### src/rtl/histogram_peak_locator_if.sv
// Bin read bus between the peak locator (master) and the histogram store (slave).
// The master issues bin indices; the slave returns per-axis counts with independent valids.
interface histogram_peak_locator_if #(
    parameter int IDX_W   = 8,
    parameter int COUNT_W = 9
);
    logic               readHistogram;
    logic [IDX_W-1:0]   histIndex;
    logic [COUNT_W-1:0] xHistogramOut;
    logic [COUNT_W-1:0] yHistogramOut;
    logic               xValid;
    logic               yValid;

    modport master (
        output readHistogram,
        output histIndex,
        input  xHistogramOut,
        input  yHistogramOut,
        input  xValid,
        input  yValid
    );

    modport slave (
        input  readHistogram,
        input  histIndex,
        output xHistogramOut,
        output yHistogramOut,
        output xValid,
        output yValid
    );
endinterface

### src/rtl/histogram_peak_locator.sv
// Scans the X/Y projection histograms once per start and reports, per axis, the peak bin,
// its count, the first/last occupied bin, plus the total pixel count and an object-found flag.
module histogram_peak_locator #(
    parameter int BINS    = 256,
    parameter int IDX_W   = 8,
    parameter int COUNT_W = 9
) (
    input  logic                     clk,
    input  logic                     reset,
    input  logic                     start,
    input  logic [COUNT_W-1:0]       binThreshold,
    histogram_peak_locator_if.master hist,
    output logic                     busy,
    output logic                     done,
    output logic [IDX_W-1:0]         xPeak,
    output logic [IDX_W-1:0]         yPeak,
    output logic [COUNT_W-1:0]       xPeakCount,
    output logic [COUNT_W-1:0]       yPeakCount,
    output logic [IDX_W-1:0]         xMin,
    output logic [IDX_W-1:0]         xMax,
    output logic [IDX_W-1:0]         yMin,
    output logic [IDX_W-1:0]         yMax,
    output logic [IDX_W+COUNT_W-1:0] pixelTotal,
    output logic                     objectFound
);

    localparam int CNT_W = IDX_W + 1;
    localparam int SUM_W = IDX_W + COUNT_W;
    localparam logic [CNT_W-1:0] CNT_FULL = CNT_W'(BINS);
    localparam logic [CNT_W-1:0] CNT_ONE  = CNT_W'(1);
    localparam logic [IDX_W-1:0] IDX_LAST = IDX_W'(BINS - 1);
    localparam logic [IDX_W-1:0] IDX_ONE  = IDX_W'(1);

    typedef enum logic [1:0] {
        ST_IDLE  = 2'd0,
        ST_ISSUE = 2'd1,
        ST_DRAIN = 2'd2,
        ST_DONE  = 2'd3
    } state_t;

    function automatic logic is_occupied(input logic [COUNT_W-1:0] count,
                                         input logic [COUNT_W-1:0] thr);
        return count > thr;
    endfunction

    state_t             state_q, state_d;
    logic               read_q, read_d;
    logic [IDX_W-1:0]   index_q, index_d;
    logic               busy_q, busy_d;
    logic               done_q, done_d;
    logic [COUNT_W-1:0] thr_q, thr_d;
    logic [CNT_W-1:0]   x_cnt_q, x_cnt_d, y_cnt_q, y_cnt_d;
    logic [IDX_W-1:0]   x_peak_q, x_peak_d, y_peak_q, y_peak_d;
    logic [COUNT_W-1:0] x_peak_cnt_q, x_peak_cnt_d, y_peak_cnt_q, y_peak_cnt_d;
    logic [IDX_W-1:0]   x_min_q, x_min_d, x_max_q, x_max_d;
    logic [IDX_W-1:0]   y_min_q, y_min_d, y_max_q, y_max_d;
    logic               x_found_q, x_found_d, y_found_q, y_found_d;
    logic [SUM_W-1:0]   pix_q, pix_d;
    logic               obj_q, obj_d;

    logic               x_take_s, y_take_s, x_occ_s, y_occ_s;
    logic [IDX_W-1:0]   x_idx_s, y_idx_s;

    // Next-state, per-axis result accumulation and scan control.
    always_comb begin
        state_d      = state_q;
        read_d       = read_q;
        index_d      = index_q;
        busy_d       = busy_q;
        done_d       = done_q;
        thr_d        = thr_q;
        obj_d        = obj_q;

        // Valids only count while a scan is in flight and until a full axis has returned.
        x_take_s = (state_q == ST_ISSUE || state_q == ST_DRAIN) && hist.xValid && (x_cnt_q != CNT_FULL);
        y_take_s = (state_q == ST_ISSUE || state_q == ST_DRAIN) && hist.yValid && (y_cnt_q != CNT_FULL);
        x_idx_s  = x_cnt_q[IDX_W-1:0];
        y_idx_s  = y_cnt_q[IDX_W-1:0];
        x_occ_s  = x_take_s && is_occupied(hist.xHistogramOut, thr_q);
        y_occ_s  = y_take_s && is_occupied(hist.yHistogramOut, thr_q);

        x_cnt_d      = x_take_s ? (x_cnt_q + CNT_ONE) : x_cnt_q;
        y_cnt_d      = y_take_s ? (y_cnt_q + CNT_ONE) : y_cnt_q;
        x_peak_d     = (x_take_s && (hist.xHistogramOut > x_peak_cnt_q)) ? x_idx_s : x_peak_q;
        x_peak_cnt_d = (x_take_s && (hist.xHistogramOut > x_peak_cnt_q)) ? hist.xHistogramOut : x_peak_cnt_q;
        y_peak_d     = (y_take_s && (hist.yHistogramOut > y_peak_cnt_q)) ? y_idx_s : y_peak_q;
        y_peak_cnt_d = (y_take_s && (hist.yHistogramOut > y_peak_cnt_q)) ? hist.yHistogramOut : y_peak_cnt_q;
        x_min_d      = (x_occ_s && !x_found_q) ? x_idx_s : x_min_q;
        y_min_d      = (y_occ_s && !y_found_q) ? y_idx_s : y_min_q;
        x_max_d      = x_occ_s ? x_idx_s : x_max_q;
        y_max_d      = y_occ_s ? y_idx_s : y_max_q;
        x_found_d    = x_found_q | x_occ_s;
        y_found_d    = y_found_q | y_occ_s;
        pix_d        = x_take_s ? (pix_q + {{IDX_W{1'b0}}, hist.xHistogramOut}) : pix_q;

        case (state_q)
            ST_IDLE: begin
                if (start) begin
                    state_d      = ST_ISSUE;
                    read_d       = 1'b1;
                    index_d      = '0;
                    busy_d       = 1'b1;
                    done_d       = 1'b0;
                    thr_d        = binThreshold;
                    obj_d        = 1'b0;
                    x_cnt_d      = '0;
                    y_cnt_d      = '0;
                    x_peak_d     = '0;
                    y_peak_d     = '0;
                    x_peak_cnt_d = '0;
                    y_peak_cnt_d = '0;
                    x_min_d      = '0;
                    x_max_d      = '0;
                    y_min_d      = '0;
                    y_max_d      = '0;
                    x_found_d    = 1'b0;
                    y_found_d    = 1'b0;
                    pix_d        = '0;
                end else begin
                    state_d = ST_IDLE;
                end
            end
            ST_ISSUE: begin
                if (index_q == IDX_LAST) begin
                    read_d  = 1'b0;
                    state_d = ST_DRAIN;
                end else begin
                    index_d = index_q + IDX_ONE;
                end
            end
            ST_DRAIN: begin
                // Look at the post-update counters so done lands right after the last valid.
                if ((x_cnt_d == CNT_FULL) && (y_cnt_d == CNT_FULL)) begin
                    state_d = ST_DONE;
                    done_d  = 1'b1;
                    obj_d   = x_found_d & y_found_d;
                end else begin
                    state_d = ST_DRAIN;
                end
            end
            ST_DONE: begin
                state_d = ST_IDLE;
                done_d  = 1'b0;
                busy_d  = 1'b0;
            end
            default: begin
                state_d = ST_IDLE;
                read_d  = 1'b0;
                busy_d  = 1'b0;
                done_d  = 1'b0;
            end
        endcase
    end

    // State and result registers with asynchronous active-low reset.
    always_ff @(posedge clk or negedge reset) begin
        if (!reset) begin
            state_q      <= ST_IDLE;
            read_q       <= 1'b0;
            index_q      <= '0;
            busy_q       <= 1'b0;
            done_q       <= 1'b0;
            thr_q        <= '0;
            x_cnt_q      <= '0;
            y_cnt_q      <= '0;
            x_peak_q     <= '0;
            y_peak_q     <= '0;
            x_peak_cnt_q <= '0;
            y_peak_cnt_q <= '0;
            x_min_q      <= '0;
            x_max_q      <= '0;
            y_min_q      <= '0;
            y_max_q      <= '0;
            x_found_q    <= 1'b0;
            y_found_q    <= 1'b0;
            pix_q        <= '0;
            obj_q        <= 1'b0;
        end else begin
            state_q      <= state_d;
            read_q       <= read_d;
            index_q      <= index_d;
            busy_q       <= busy_d;
            done_q       <= done_d;
            thr_q        <= thr_d;
            x_cnt_q      <= x_cnt_d;
            y_cnt_q      <= y_cnt_d;
            x_peak_q     <= x_peak_d;
            y_peak_q     <= y_peak_d;
            x_peak_cnt_q <= x_peak_cnt_d;
            y_peak_cnt_q <= y_peak_cnt_d;
            x_min_q      <= x_min_d;
            x_max_q      <= x_max_d;
            y_min_q      <= y_min_d;
            y_max_q      <= y_max_d;
            x_found_q    <= x_found_d;
            y_found_q    <= y_found_d;
            pix_q        <= pix_d;
            obj_q        <= obj_d;
        end
    end

    assign hist.readHistogram = read_q;
    assign hist.histIndex     = index_q;
    assign busy               = busy_q;
    assign done               = done_q;
    assign xPeak              = x_peak_q;
    assign yPeak              = y_peak_q;
    assign xPeakCount         = x_peak_cnt_q;
    assign yPeakCount         = y_peak_cnt_q;
    assign xMin               = x_min_q;
    assign xMax               = x_max_q;
    assign yMin               = y_min_q;
    assign yMax               = y_max_q;
    assign pixelTotal         = pix_q;
    assign objectFound        = obj_q;

endmodule

### src/flat_wrapper.sv
// flat-port wrapper written by rule: the top's interface ports become plain ports
module histogram_peak_locator_flat 
#(
    parameter int BINS    = 256,
    parameter int IDX_W   = 8,
    parameter int COUNT_W = 9
)
  (clk, reset, start, binThreshold, busy, done, xPeak, yPeak, xPeakCount, yPeakCount, xMin, xMax, yMin, yMax, pixelTotal, objectFound, hist_readHistogram, hist_histIndex, hist_xHistogramOut, hist_yHistogramOut, hist_xValid, hist_yValid);
  histogram_peak_locator_if #(.IDX_W(IDX_W), .COUNT_W(COUNT_W)) hist_i ();
  input  logic clk;
  input  logic reset;
  input  logic start;
  input  logic [COUNT_W-1:0] binThreshold;
  output logic busy;
  output logic done;
  output logic [IDX_W-1:0] xPeak;
  output logic [IDX_W-1:0] yPeak;
  output logic [COUNT_W-1:0] xPeakCount;
  output logic [COUNT_W-1:0] yPeakCount;
  output logic [IDX_W-1:0] xMin;
  output logic [IDX_W-1:0] xMax;
  output logic [IDX_W-1:0] yMin;
  output logic [IDX_W-1:0] yMax;
  output logic [IDX_W+COUNT_W-1:0] pixelTotal;
  output logic objectFound;
  output wire logic [$bits(hist_i.readHistogram)-1:0] hist_readHistogram;
  output wire logic [$bits(hist_i.histIndex)-1:0] hist_histIndex;
  input wire logic [$bits(hist_i.xHistogramOut)-1:0] hist_xHistogramOut;
  input wire logic [$bits(hist_i.yHistogramOut)-1:0] hist_yHistogramOut;
  input wire logic [$bits(hist_i.xValid)-1:0] hist_xValid;
  input wire logic [$bits(hist_i.yValid)-1:0] hist_yValid;
  assign hist_readHistogram = hist_i.readHistogram;
  assign hist_histIndex = hist_i.histIndex;
  assign hist_i.xHistogramOut = hist_xHistogramOut;
  assign hist_i.yHistogramOut = hist_yHistogramOut;
  assign hist_i.xValid = hist_xValid;
  assign hist_i.yValid = hist_yValid;
  histogram_peak_locator #(.BINS(BINS), .IDX_W(IDX_W), .COUNT_W(COUNT_W)) u_core (.clk(clk), .reset(reset), .start(start), .binThreshold(binThreshold), .hist(hist_i), .busy(busy), .done(done), .xPeak(xPeak), .yPeak(yPeak), .xPeakCount(xPeakCount), .yPeakCount(yPeakCount), .xMin(xMin), .xMax(xMax), .yMin(yMin), .yMax(yMax), .pixelTotal(pixelTotal), .objectFound(objectFound));
endmodule
### config.mk
export PLATFORM = sky130hd
export DESIGN_NAME = histogram_peak_locator_flat
export DESIGN_NICKNAME = d
export VERILOG_FILES = /design/src/rtl/histogram_peak_locator_if.sv /design/src/rtl/histogram_peak_locator.sv /design/src/flat_wrapper.sv
export SDC_FILE = /design/constraint.sdc
export NUM_CORES = 1
export LEC_CHECK = 0
export ABC_AREA = 1
export CAP_MARGIN = 10
export CORE_ASPECT_RATIO = 2
export CORE_MARGIN = 5
export CORE_UTILIZATION = 57
export DETAILED_ROUTE_END_ITERATION = 10
export PLACE_DENSITY = 0.95
export RECOVER_POWER = 25
export SETUP_SLACK_MARGIN = 0.4
export SYNTH_ARGS = -nofsm -noshare
export SYNTH_HDL_FRONTEND = slang
export SYNTH_SLANG_ARGS = --single-unit
### constraint.sdc
create_clock -name clk -period 3.17 [get_ports clk]
set_input_delay 0.634 -clock clk [delete_from_list [all_inputs] [get_ports clk]]
set_output_delay 0.634 -clock clk [all_outputs]
set_load 0.03 [all_outputs]
* Word level (Yosys, flattened, before mapping)
Index checks and enable logic that the tools add are counted.
** Word-level totals
- Bits in registers :: 126
- Bits in latches :: 0
- Memory bits (writable) :: 0
- Bits in read-only memories :: 0
- Input port bits :: 32
- Output and inout port bits :: 95
- Word-level logic and storage cells :: 121
- Memories :: 0
** Cells by class
- $add $sub $neg :: 4
- Multiply operators :: 0
- Divide/modulo/power cells :: 0
- Order comparisons :: 4
- Equal/unequal tests :: 12
- Shift operators :: 0
- Muxes and demuxes :: 53
- Bitwise operators :: 3
- Reductions and logical operators :: 25
** Operator list (count)
- 8-bit 2-to-1 mux :: 20
- 9-bit 2-to-1 mux :: 12
- 17-bit 2-to-1 mux :: 3
- 9-bit greater-than comparator :: 4
- 9-bit by 1-bit adder with 9-bit output, second input constant :: 2
- 9-bit == test, second input constant :: 2
- 9-bit != test, second input constant :: 2
- 17-bit by 9-bit adder with 17-bit output :: 1
- 8-bit one-hot mux with 2 select lines :: 1
- 3-bit AND reduction :: 4
- 1-bit logical AND :: 11
- 1-bit 2-to-1 mux :: 11
- 8-bit by 1-bit adder with 8-bit output, second input constant :: 1
- 8-bit == test, second input constant :: 1
- 2-bit != test, second input constant :: 4
- 2-bit one-hot mux with 4 select lines :: 1
- 1-bit one-hot mux with 2 select lines :: 3
- 2-bit nonzero test :: 3
- 2-bit == test, second input constant :: 2
- 2-bit AND reduction :: 2
- 1-bit one-hot mux with 3 select lines :: 1
- 3-bit nonzero test :: 1
- 2-bit by 1-bit == test with 1-bit output, second input constant :: 1
- 1-bit zero test :: 2
- other kinds (5) :: 6

* Logic depth before layout (Yosys ltp)
Gate-level depths: netlist of run 1.
- Depth after elaboration :: 9
- Gate-level depth with buffers :: 16
- Mapped depth without buffers :: 15

* Worst setup path after synthesis of run 1
No wires, ideal clock.
- Path kind :: in2reg
- Start :: input hist_xHistogramOut[0]
- End :: register u_core.pix_q[12], in the netlist u_core.pixelTotal[12]
- Setup time :: 120 ps
- Data arrival time :: 2205 ps
- Data required time :: 3050 ps
- Setup slack :: 845 ps
- Stages on the path :: 13
- Path buffers :: 0
- Cell sequence :: ha_1 -> inv_1 -> fa_1 -> inv_1 -> nand3_1 -> nand2_1 -> a21oi_1 -> o21ai_1 -> nand3_1 -> a21oi_2 -> nand3_1 -> nand2_1 -> nor2_1
** On the way
- Cells in the longest elaborated chain, start to end :: 4
** Ends and longest elaborated chain
- start, declared :: RTL line flat_wrapper.sv:28 : input wire logic [$bits(hist_i.xHistogramOut)-1:0] hist_xHistogramOut;
- 17-bit by 9-bit adder with 17-bit output (*) :: RTL line histogram_peak_locator.sv:94 : pix_d = x_take_s ? (pix_q + {{IDX_W{1'b0}}, hist.xHistogramOut}) : pix_q;
- 17-bit 2-to-1 mux (*) :: RTL line histogram_peak_locator.sv:94
- 17-bit 2-to-1 mux :: RTL line histogram_peak_locator.sv:98 : if (start) begin
- 17-bit 2-to-1 mux (*) :: RTL line histogram_peak_locator.sv:96 : case (state_q)
- net u_core.pix_d[12] :: RTL line histogram_peak_locator.sv:58 : logic [SUM_W-1:0] pix_q, pix_d;
- end signal, assigned :: RTL line histogram_peak_locator.sv:197 : pix_q <= pix_d;
- end, declared :: RTL line histogram_peak_locator.sv:58
The timed path passes the listed nets; every way through them passes the cells marked *.
A chain may end at the register's enable or synchronous reset.

* Final worst setup path of run 1
- Start :: input hist_xHistogramOut[8]
- End :: register u_core.x_min_q[5], in the netlist u_core.xMin[5]
** On the way
- Cells in the longest elaborated chain, start to end :: 6
** Ends and longest elaborated chain
- 9-bit greater-than comparator (*) :: RTL line histogram_peak_locator.sv:43 : return count > thr;
- 1-bit logical AND (*) :: RTL line histogram_peak_locator.sv:79 : x_occ_s = x_take_s && is_occupied(hist.xHistogramOut, thr_q);
- 1-bit logical AND (*) :: RTL line histogram_peak_locator.sv:88 : x_min_d = (x_occ_s && !x_found_q) ? x_idx_s : x_min_q;
- 8-bit 2-to-1 mux (*) :: RTL line histogram_peak_locator.sv:88
- 8-bit 2-to-1 mux :: RTL line histogram_peak_locator.sv:98
- 8-bit 2-to-1 mux (*) :: RTL line histogram_peak_locator.sv:96
- net u_core.x_min_d[5] :: RTL line histogram_peak_locator.sv:55 : logic [IDX_W-1:0] x_min_q, x_min_d, x_max_q, x_max_d;
- end signal, assigned :: RTL line histogram_peak_locator.sv:191 : x_min_q <= x_min_d;
- end, declared :: RTL line histogram_peak_locator.sv:55
Marks and branches as above.

==> impl_metrics.sql, run 1 <==
INSERT INTO impl_metrics (metric_group, metric, value, unit) VALUES
('outcome', 'run_status', 'finished clean', ''),
('critical_path', 'path_max_fanout', '16', ''),
('timing', 'setup_violations', '0', ''),
('critical_path', 'cp.required', '3.45', 'ns'),
('detailed_routing', 'drcViolationCount', '0', ''),
('clock_network', 'worstSkewPairLatency', '0.41', 'ns'),
('pwr', 'p_comb_share', '41.7', '%'),
('finish', 'finish.cell_count_without_fillers', '1113', ''),
('floorplanning', 'initial_util', '58.3', '%'),
('detailed_routing', 'number_of_violations_reported_at_the_end_of_detailed_routing_iteration_0', '354', ''),
('timing', 'finalHoldViolations', '0', ''),
('timing', 'fin_skew', '0.00797', 'ns'),
('grt', 'grt_start_max_net_pins', '60', ''),
('grt', 'via_count_of_the_first_global_routing_pass', '6600', ''),
('floorplanning', 'num_ports', '127', ''),
('pwr', 'p_leak', '4.38', 'nW'),
('detailed_routing', 'dr_wl_met3', '1030', 'microns'),
('logic_synthesis', 'synth_fa_ha_area_share', '10.1', '%'),
('clock_network', 'cts_sinks', '126', ''),
('floorplanning', 'fp.dieH', '165', 'microns'),
('clock_network', 'clock_tree.buffer_depth', '2', ''),
('pwr', 'clock_network_fraction_of_total_power', '26.4', '%'),
('floorplanning', 'num_rows', '56', ''),
('logic_synthesis', 'synthesis.instances', '823', ''),
('placed_design', 'io_buffer_count', '126', ''),
('clock_network', 'cts_made_buffers', '17', ''),
('detailed_routing', 'drt.antenna.violating_nets', '0', ''),
('logic_synthesis', 'syn-num-nets', '910', ''),
('clock_network', 'cts_root_buf', 'sky130_fd_sc_hd__clkbuf_16', ''),
('logic_synthesis', 'synth.yosys.seq_area_share', '45.9', '%'),
('timing', 'finalWorstPathRequiredPeriod', '2.65', 'ns'),
('timing', 'fin_crit_sh', '83.5', '%'),
('detailed_routing', 'detailroute.via_count', '6311', ''),
('placed_design', 'place_congestion', '0.977', ''),
('clock_network', 'clk_pin_slew_worst_paths', '0.05', 'ns'),
('logic_synthesis', 'synth_warnings', '0', ''),
('pwr', 'switchingPower', '0.00301', 'W'),
('pwr', 'power.total', '0.00755', 'W'),
('critical_path', 'start_kind', 'primary input', ''),
('pwr', 'p_seq_share', '31.9', '%'),
('logic_synthesis', 'combinational_family_with_the_most_area_after_synthesis', 'simple AND/OR/NAND/NOR gates', ''),
('pwr', 'power.internal', '0.00454', 'W'),
('floorplanning', 'floorplan.core_area', '0.0118', 'sq mm'),
('timing', 'unrepaired_setup_endpoints_after_global_routing', 'yes', ''),
('pwr', 'switching_share', '39.9', '%'),
('logic_synthesis', 'synth_area', '0.00686', 'sq mm'),
('floorplanning', 'die-width', '87.6', 'microns'),
('pwr', 'cellPowerDensity', '851', 'mW/mm^2'),
('grt', 'number_of_antenna_violations_at_the_first_check_in_global_routing', '0', ''),
('grt', 'gr-total-overflow', '0', ''),
('timing', 'worst_pin_slew', '1.47', 'ns'),
('floorplanning', 'fp.dieArea', '0.0145', 'sq mm'),
('logic_synthesis', 'synthSimpleGateAreaFrac', '17.7', '%'),
('detailed_routing', 'first_pass_iters', '5', ''),
('logic_synthesis', 'ys_types', '41', ''),
('detailed_routing', 'route.top_layer_used', 'met4', ''),
('detailed_routing', 'met2_wirelength', '10600', 'microns'),
('logic_synthesis', 'synth.avg_cell_area', '8.34', 'sq um'),
('worst_hold_path', 'holdCritPathClass', 'primary input to asynchronous set/reset pin', ''),
('timing', 'slew_headroom', '2.28', '%'),
('pwr', 'worst_ir_drop_on_vdd', '0.568', 'mV'),
('detailed_routing', 'routedLengthMet1', '6770', 'microns'),
('timing', 'setup-tns-final', '0', 'ns'),
('timing', 'fin_hold_ws', '0.461', 'ns'),
('clock_network', 'post_cts_hold_buffer_count', '0', ''),
('grt', 'grt_first_pass_wirelength', '31100', 'microns'),
('logic_synthesis', 'synth-compound-area-share', '16.5', '%'),
('detailed_routing', 'route.detailed.vias_per_inst', '5.67', ''),
('timing', 'final-max-slew-violation-count', '0', ''),
('detailed_routing', 'routedWlPerCell', '17.6', 'microns'),
('clock_network', 'htree_levels', '4', '');
[power groups by stage]
stage               clock network [W]  logic, W  registers, W
floorplan                           0   0.00130       0.00298
global placement                    0   0.00299       0.00241
detailed placement                  0   0.00309       0.00242
CTS                           0.00200   0.00312       0.00240
global route                  0.00209   0.00341       0.00245
finish                        0.00199   0.00315       0.00241
[cell families (layout without fill, tap and decap cells)]
logic type      count (synthesis)  in the layout
simple gates                  282            282
compound gates                210            210
buf+inv                       139            284
flops                         126            126
fa+ha+maj                      55             55
xor+xnor                       11             11
[repair_timing]
item / CTS / global route
gates resized for setup: 0 / 4
setup buffers: 0 / 0
setup endpoints to repair: 0 / 4
[sequential cells by signal, indices dropped and copies added, names as in the netlist]
name / count
u_core.done: 1
u_core.x_cnt_q: 9
u_core.thr_q: 9
u_core.yPeak: 8
u_core.hist.histIndex: 8
u_core.y_cnt_q: 9
u_core.xMin: 8
u_core.yPeakCount: 9
u_core.xPeak: 8
u_core.yMax: 8
u_core.hist.readHistogram: 1
u_core.state_q: 2
u_core.objectFound: 1
u_core.yMin: 8
u_core.y_found_q: 1
u_core.busy: 1
u_core.xMax: 8
u_core.pixelTotal: 17
u_core.x_found_q: 1
u_core.xPeakCount: 9
[worst paths after layout]
kind	cells after the start	end	from	slack [ns]
hold reg to reg	2	u_core.objectFound$_DFFE_PN0P_	u_core.objectFound$_DFFE_PN0P_	0.49
min in group clk	2	u_core.objectFound$_DFFE_PN0P_	u_core.objectFound$_DFFE_PN0P_	0.49
setup reg to reg	10	u_core.xMin[5]$_DFF_PN0_	u_core.state_q[0]$_DFFE_PN0P_	0.71
max in group asynchronous	2	u_core.x_cnt_q[0]$_DFF_PN0_	reset	0.66
setup / recovery	10	u_core.xMin[5]$_DFF_PN0_	hist_xHistogramOut[8]	0.52
hold / removal	1	u_core.yMax[2]$_DFF_PN0_	reset	0.46
[stage by stage]
step	utilization, %	worst slack [ns]	area (sq um)
after floorplan	-	0.845	6860
after global placement	70.3	0.231	8280
after detailed placement	70.3	0.105	8280
after CTS	75.4	0.475	8870
after global routing	75.4	0.218	8870
final	75.4	0.524	8870
[Yosys cell counts, drive strengths merged]
library cell | number | area share [%]
o31a | 1 | 0.13
o21a | 3 | 0.33
fa | 1 | 0.29
xor2 | 8 | 1.0
inv | 114 | 6.2
a211oi | 16 | 1.8
nand3 | 40 | 3.0
dfrtp | 126 | 46
o211ai | 5 | 0.55
nand2 | 132 | 7.5
a21oi | 94 | 6.9
nor4 | 2 | 0.18
nor3 | 8 | 0.58
o21ai | 86 | 6.3
ha | 54 | 9.8
a31oi | 1 | 0.091
nand4 | 4 | 0.36
xnor2 | 3 | 0.38
o21bai | 2 | 0.22
nor3b | 3 | 0.33
buf | 14 | 1.5
nor4b | 1 | 0.13
nand3b | 4 | 0.44
a21o | 2 | 0.22
or2 | 5 | 0.46
nor2 | 83 | 4.7
clkbuf | 10 | 0.55
clkinv | 1 | 0.055
[worst max-delay path, cell delays in order]
cell                              delay (ns)
sky130_fd_sc_hd__clkdlybuf4s50_1        0.56
sky130_fd_sc_hd__ha_1                   0.38
sky130_fd_sc_hd__nand2_1                0.09
sky130_fd_sc_hd__nor2_1                 0.16
sky130_fd_sc_hd__o21ai_0                0.14
sky130_fd_sc_hd__o211ai_1               0.10
sky130_fd_sc_hd__nand2_1                0.12
sky130_fd_sc_hd__or2_2                  0.42
sky130_fd_sc_hd__o21ai_1                0.23
sky130_fd_sc_hd__a21oi_1                0.08
[final cells by class]
type | instances | area [sq um]
inverters | 115 | 432
multi-input cells | 558 | 3160
well taps | 145 | 181
clock inverters | 6 | 108
fillers | 799 | 2900
clock buffers | 24 | 492
flip-flops and latches | 126 | 3150
repair buffers | 139 | 1350
[placed cells by master (no fill, tap or decap), types with 5 or more instances in the layout]
cell,n
sky130_fd_sc_hd__nand2_1,126
sky130_fd_sc_hd__dfrtp_1,126
sky130_fd_sc_hd__clkdlybuf4s50_1,125
sky130_fd_sc_hd__inv_1,106
sky130_fd_sc_hd__a21oi_1,93
sky130_fd_sc_hd__nor2_1,78
sky130_fd_sc_hd__o21ai_0,78
sky130_fd_sc_hd__ha_1,54
sky130_fd_sc_hd__nand3_1,38
sky130_fd_sc_hd__clkbuf_16,17
sky130_fd_sc_hd__a211oi_1,16
sky130_fd_sc_hd__buf_4,12
sky130_fd_sc_hd__nor3_1,8
sky130_fd_sc_hd__inv_2,8
sky130_fd_sc_hd__xor2_1,8
sky130_fd_sc_hd__o21ai_1,6
sky130_fd_sc_hd__o211ai_1,5
sky130_fd_sc_hd__nor2_2,5
sky130_fd_sc_hd__nand2_2,5
[routing by layer]
| layer | vias up | track usage [%] |
|---|---|---|
| met5 | - | 0 |
| met3 | 82 | 6.45 |
| met1 | 2979 | 27.9 |
| met2 | 254 | 50.3 |
| li1 | 2996 | - |
| met4 | 0 | 17.7 |
No activity file was read; power rests on OpenSTA's default activity.
==> run 2: changes to the inputs <==
--- a/config.mk
+++ b/config.mk
@@ -9,9 +9,9 @@
 export CAP_MARGIN = 10
 export CORE_ASPECT_RATIO = 2
 export CORE_MARGIN = 5
-export CORE_UTILIZATION = 57
+export CORE_UTILIZATION = 48
 export DETAILED_ROUTE_END_ITERATION = 10
-export PLACE_DENSITY = 0.95
+export PLACE_DENSITY = 0.88
 export RECOVER_POWER = 25
 export SETUP_SLACK_MARGIN = 0.4
 export SYNTH_ARGS = -nofsm -noshare
==> constraint.sdc (replaced) <==
create_clock -name clk -period 2.2 [get_ports clk]
set_input_delay 0.44 -clock clk [delete_from_list [all_inputs] [get_ports clk]]
set_output_delay 0.44 -clock clk [all_outputs]
set_load 0.03 [all_outputs]
==> run 2 against run 1 <==
- the run now ends with setup timing left
- sequential power increased by 51%
- combinational power rose by 110%
- routed wire length grew 55%
- setup slack worse by 0.69 ns
- die area increased by 17%
- first-iteration DRC count up 93%
- critical endpoint is now u_core.objectFound$_DFFE_PN0P_
==> impl_metrics.sql, run 2 (synthesis gave the netlist of run 1 again) <==
INSERT INTO impl_metrics (metric_group, metric, value, unit) VALUES
('outcome', 'run_status', 'finished with violations', ''),
('outcome', 'violated_checks', 'setup timing', ''),
('grt', 'grt_start_max_net_pins', '52', ''),
('detailed_routing', 'route.detailed.vias_per_inst', '6.11', ''),
('floorplanning', 'fp.dieArea', '0.0169', 'sq mm'),
('grt', 'gr-total-overflow', '0', ''),
('clock_network', 'clock_tree.buffer_depth', '2', ''),
('finish', 'n_antenna_cell', '0', ''),
('critical_path', 'cpPeakStageDelay', '0.36', 'ns'),
('detailed_routing', 'routedWlPerCell', '23.7', 'microns'),
('detailed_routing', 'drt.antenna.violating_nets', '0', ''),
('detailed_routing', 'postRouteWirelength', '30200', 'microns'),
('critical_path', 'gate_family_responsible_for_the_most_delay_along_the_worst_path', 'simple AND/OR/NAND/NOR gates', ''),
('detailed_routing', 'detailroute.via_count', '7796', ''),
('clock_network', 'worstSkewPairLatency', '0.43', 'ns'),
('floorplanning', 'num_ports', '127', ''),
('timing', 'finalWorstPathRequiredPeriod', '2.37', 'ns'),
('finish', 'final_net_count', '1158', ''),
('timing', 'final-max-slew-violation-count', '0', ''),
('critical_path', 'worstPathArrival', '2.68', 'ns'),
('floorplanning', 'fp.dieH', '179', 'microns'),
('floorplanning', 'num_rows', '62', ''),
('placed_design', 'dpl.hpwl', '14300', 'microns'),
('clock_network', 'cts_made_buffers', '17', ''),
('clock_network', 'htree_levels', '4', ''),
('flow_run', 'maximum_capacitance_violations', '0', ''),
('timing', 'fin_hold_ws', '0.502', 'ns'),
('timing', 'max_freq', '0.422', 'GHz'),
('pwr', 'power.internal', '0.00759', 'W'),
('finish', 'final_common_cell', 'sky130_fd_sc_hd__dfrtp_1', ''),
('timing', 'fin_skew', '0.0117', 'ns'),
('critical_path', 'path_max_fanout', '4', ''),
('placed_design', 'io_buffer_count', '126', ''),
('critical_path', 'critical_path_buf_inv_count', '1', ''),
('grt', 'grt_first_pass_wirelength', '39200', 'microns'),
('finish', 'largest_reg_flops', '17', ''),
('critical_path', 'start_kind', 'flop', ''),
('finish', 'final_layout_size_suffix_gt1_share', '38.4', '%'),
('floorplanning', 'floorplan.core_area', '0.0142', 'sq mm'),
('pwr', 'worst_ir_drop_on_vdd', '0.821', 'mV'),
('pwr', 'p_leak', '5.25', 'nW'),
('detailed_routing', 'number_of_violations_reported_at_the_end_of_detailed_routing_iteration_0', '683', ''),
('critical_path', 'crit_path_top_delay_cell', 'sky130_fd_sc_hd__dfrtp_1', ''),
('detailed_routing', 'drcViolationCount', '0', ''),
('finish', 'area.growth.synth_to_final', '63.5', '%'),
('critical_path', 'cp_cell_sequence', 'inv_2 -> ha_4 -> nand2_4 -> nor3_2 -> xor2_1 -> nand2_1 -> nor2_2 -> nand2_2 -> o21bai_4 -> nand2_1 -> nand2_1 -> nand2_1', ''),
('timing', 'unrepaired_setup_endpoints_after_global_routing', 'yes', ''),
('grt', 'via_count_of_the_first_global_routing_pass', '7628', ''),
('finish', 'finish.utilization', '79.0', '%'),
('clock_network', 'tritoncts', 'built', ''),
('pwr', 'clock_network_fraction_of_total_power', '23.9', '%'),
('floorplanning', 'die-width', '94.6', 'microns'),
('clock_network', 'cts_sinks', '126', ''),
('critical_path', 'path_class', 'flop to flop', ''),
('grt', 'number_of_antenna_violations_at_the_first_check_in_global_routing', '0', ''),
('pwr', 'cellPowerDensity', '1200', 'mW/mm^2'),
('critical_path', 'timing.critical_path.to_type', 'flop', ''),
('clock_network', 'cts_root_buf', 'sky130_fd_sc_hd__clkbuf_16', ''),
('clock_network', 'clk_pin_slew_worst_paths', '0.06', 'ns'),
('placed_design', 'place_congestion', '0.912', ''),
('timing', 'setup_violations', '9', ''),
('critical_path', 'timing.critical_path.mode_cell', 'sky130_fd_sc_hd__nand2_1', ''),
('floorplanning', 'initial_util', '48.3', '%'),
('worst_hold_path', 'holdCritPathClass', 'flop to flop', ''),
('detailed_routing', 'first_pass_iters', '5', ''),
('finish', 'layout.cells.most_common_list', '109 x sky130_fd_sc_hd__dfrtp_1, 107 x sky130_fd_sc_hd__dlygate4sd2_1, 100 x sky130_fd_sc_hd__nand2_1', ''),
('timing', 'fin_crit_sh', '108', '%'),
('timing', 'fin_ws', '-0.167', 'ns'),
('critical_path', 'cp.required', '2.51', 'ns'),
('timing', 'worst_pin_slew', '0.983', 'ns'),
('grt', 'gr-usage-all-layers', '30.1', '%'),
('timing', 'finalHoldViolations', '0', ''),
('pwr', 'p_comb_share', '49.1', '%'),
('pwr', 'p_seq_share', '27.0', '%'),
('pwr', 'switchingPower', '0.00583', 'W'),
('timing', 'slew_headroom', '34.5', '%'),
('finish', 'num-fill-cells', '757', ''),
('pwr', 'switching_share', '43.4', '%');
[run 2: cell types whose count changed in the layout (fill, tap and decap cells not counted), sizes merged, moves of 2 or more]
| cell | before | now |
|---|---|---|
| inv | 114 | 116 |
| buf | 12 | 120 |
| clkdlybuf4s50 | 125 | 12 |
| clkbuf | 26 | 23 |
| clkdlybuf4s15 | 0 | 5 |
| dlygate4sd2 | 0 | 107 |
| bufinv | 3 | 5 |
| clkinv | 3 | 7 |
[run 2: area by class of cell]
cell class | instances | area (sq um) | area share, %
Multi-Input combinational cell | 560 | 4450 | 39.6
Sequential cell | 126 | 3170 | 28.3
Timing Repair Buffer | 249 | 2220 | 19.8
Inverter | 115 | 465 | 4.15
Clock buffer | 19 | 443 | 3.95
Tap cell | 192 | 240 | 2.14
Clock inverter | 13 | 211 | 1.88
Timing Repair inverter | 2 | 17.5 | 0.156
[run 2: what timing repair did]
item                                   in CTS  in global routing
setup buffers                              30                 17
hold buffers                                1                  0
setup endpoints to repair                 183                 94
pin swaps                                  50                 38
endpoints found under the hold margin      16                  0
gates cloned                                6                  0
gates resized for setup                   284                145
[run 2: final timing paths]
path	start	endpoint	slack [ns]	cells after the start
worst min register to register	u_core.busy$_DFFE_PN0P_	u_core.busy$_DFFE_PN0P_	0.50	2
worst max-delay path	u_core.state_q[0]$_DFFE_PN0P_	u_core.objectFound$_DFFE_PN0P_	-0.17	12
min in group asynchronous	reset	u_core.yPeakCount[5]$_DFF_PN0_	0.71	2
worst max register to register	u_core.state_q[0]$_DFFE_PN0P_	u_core.objectFound$_DFFE_PN0P_	-0.17	12
worst min-delay path	u_core.busy$_DFFE_PN0P_	u_core.busy$_DFFE_PN0P_	0.50	2
max in group asynchronous	reset	u_core.pixelTotal[1]$_DFF_PN0_	0.33	3
[run 2: per-layer routing]
metal	up-vias	wire length [microns]	GRT usage (%)
met5	-	0	0
met3	217	2920	7.43
met2	636	14800	51.3
met4	0	2600	16.6
met1	3712	9830	33.9
li1	3231	-	-
[run 2: power by group through the flow]
stage                     registers (W)  logic (W)  clock network, W
after floorplan                 0.00434    0.00208                 0
after global placement          0.00349    0.00488                 0
after detailed placement        0.00351    0.00507                 0
after CTS                       0.00349    0.00537           0.00315
after global routing            0.00368    0.00692           0.00331
final                           0.00363    0.00659           0.00320
[run 2: worst min-delay path: cells and delay by family (launching register included)]
kind / cells / cell delay [ns]
compound gates: 1 / 0.08
buf+inv: 1 / 0.05
flops: 1 / 0.34
[run 2: per-stage QoR]
step	std cells	cell area [sq um]	power (W)	TNS, ns	worst slack (ns)
after floorplan	823	7200	0.00642	0	0.0698
after global placement	1190	9160	0.00837	-21.29	-0.512
after detailed placement	1190	9160	0.00858	-26.56	-0.624
after CTS	1259	10500	0.0120	0	0.152
after global routing	1276	11200	0.0139	-1.20	-0.208
final	1276	11200	0.0134	-0.465	-0.167
==> run 3: changes to the inputs <==
--- a/config.mk
+++ b/config.mk
@@ -6,6 +6,7 @@
 export NUM_CORES = 1
 export LEC_CHECK = 0
 export ABC_AREA = 1
+export ABC_CLOCK_PERIOD_IN_PS = 2200
 export CAP_MARGIN = 10
 export CORE_ASPECT_RATIO = 2
 export CORE_MARGIN = 5
==> results of run 3 <==
Final layout, timing and power as in run 2 (identical DEF).
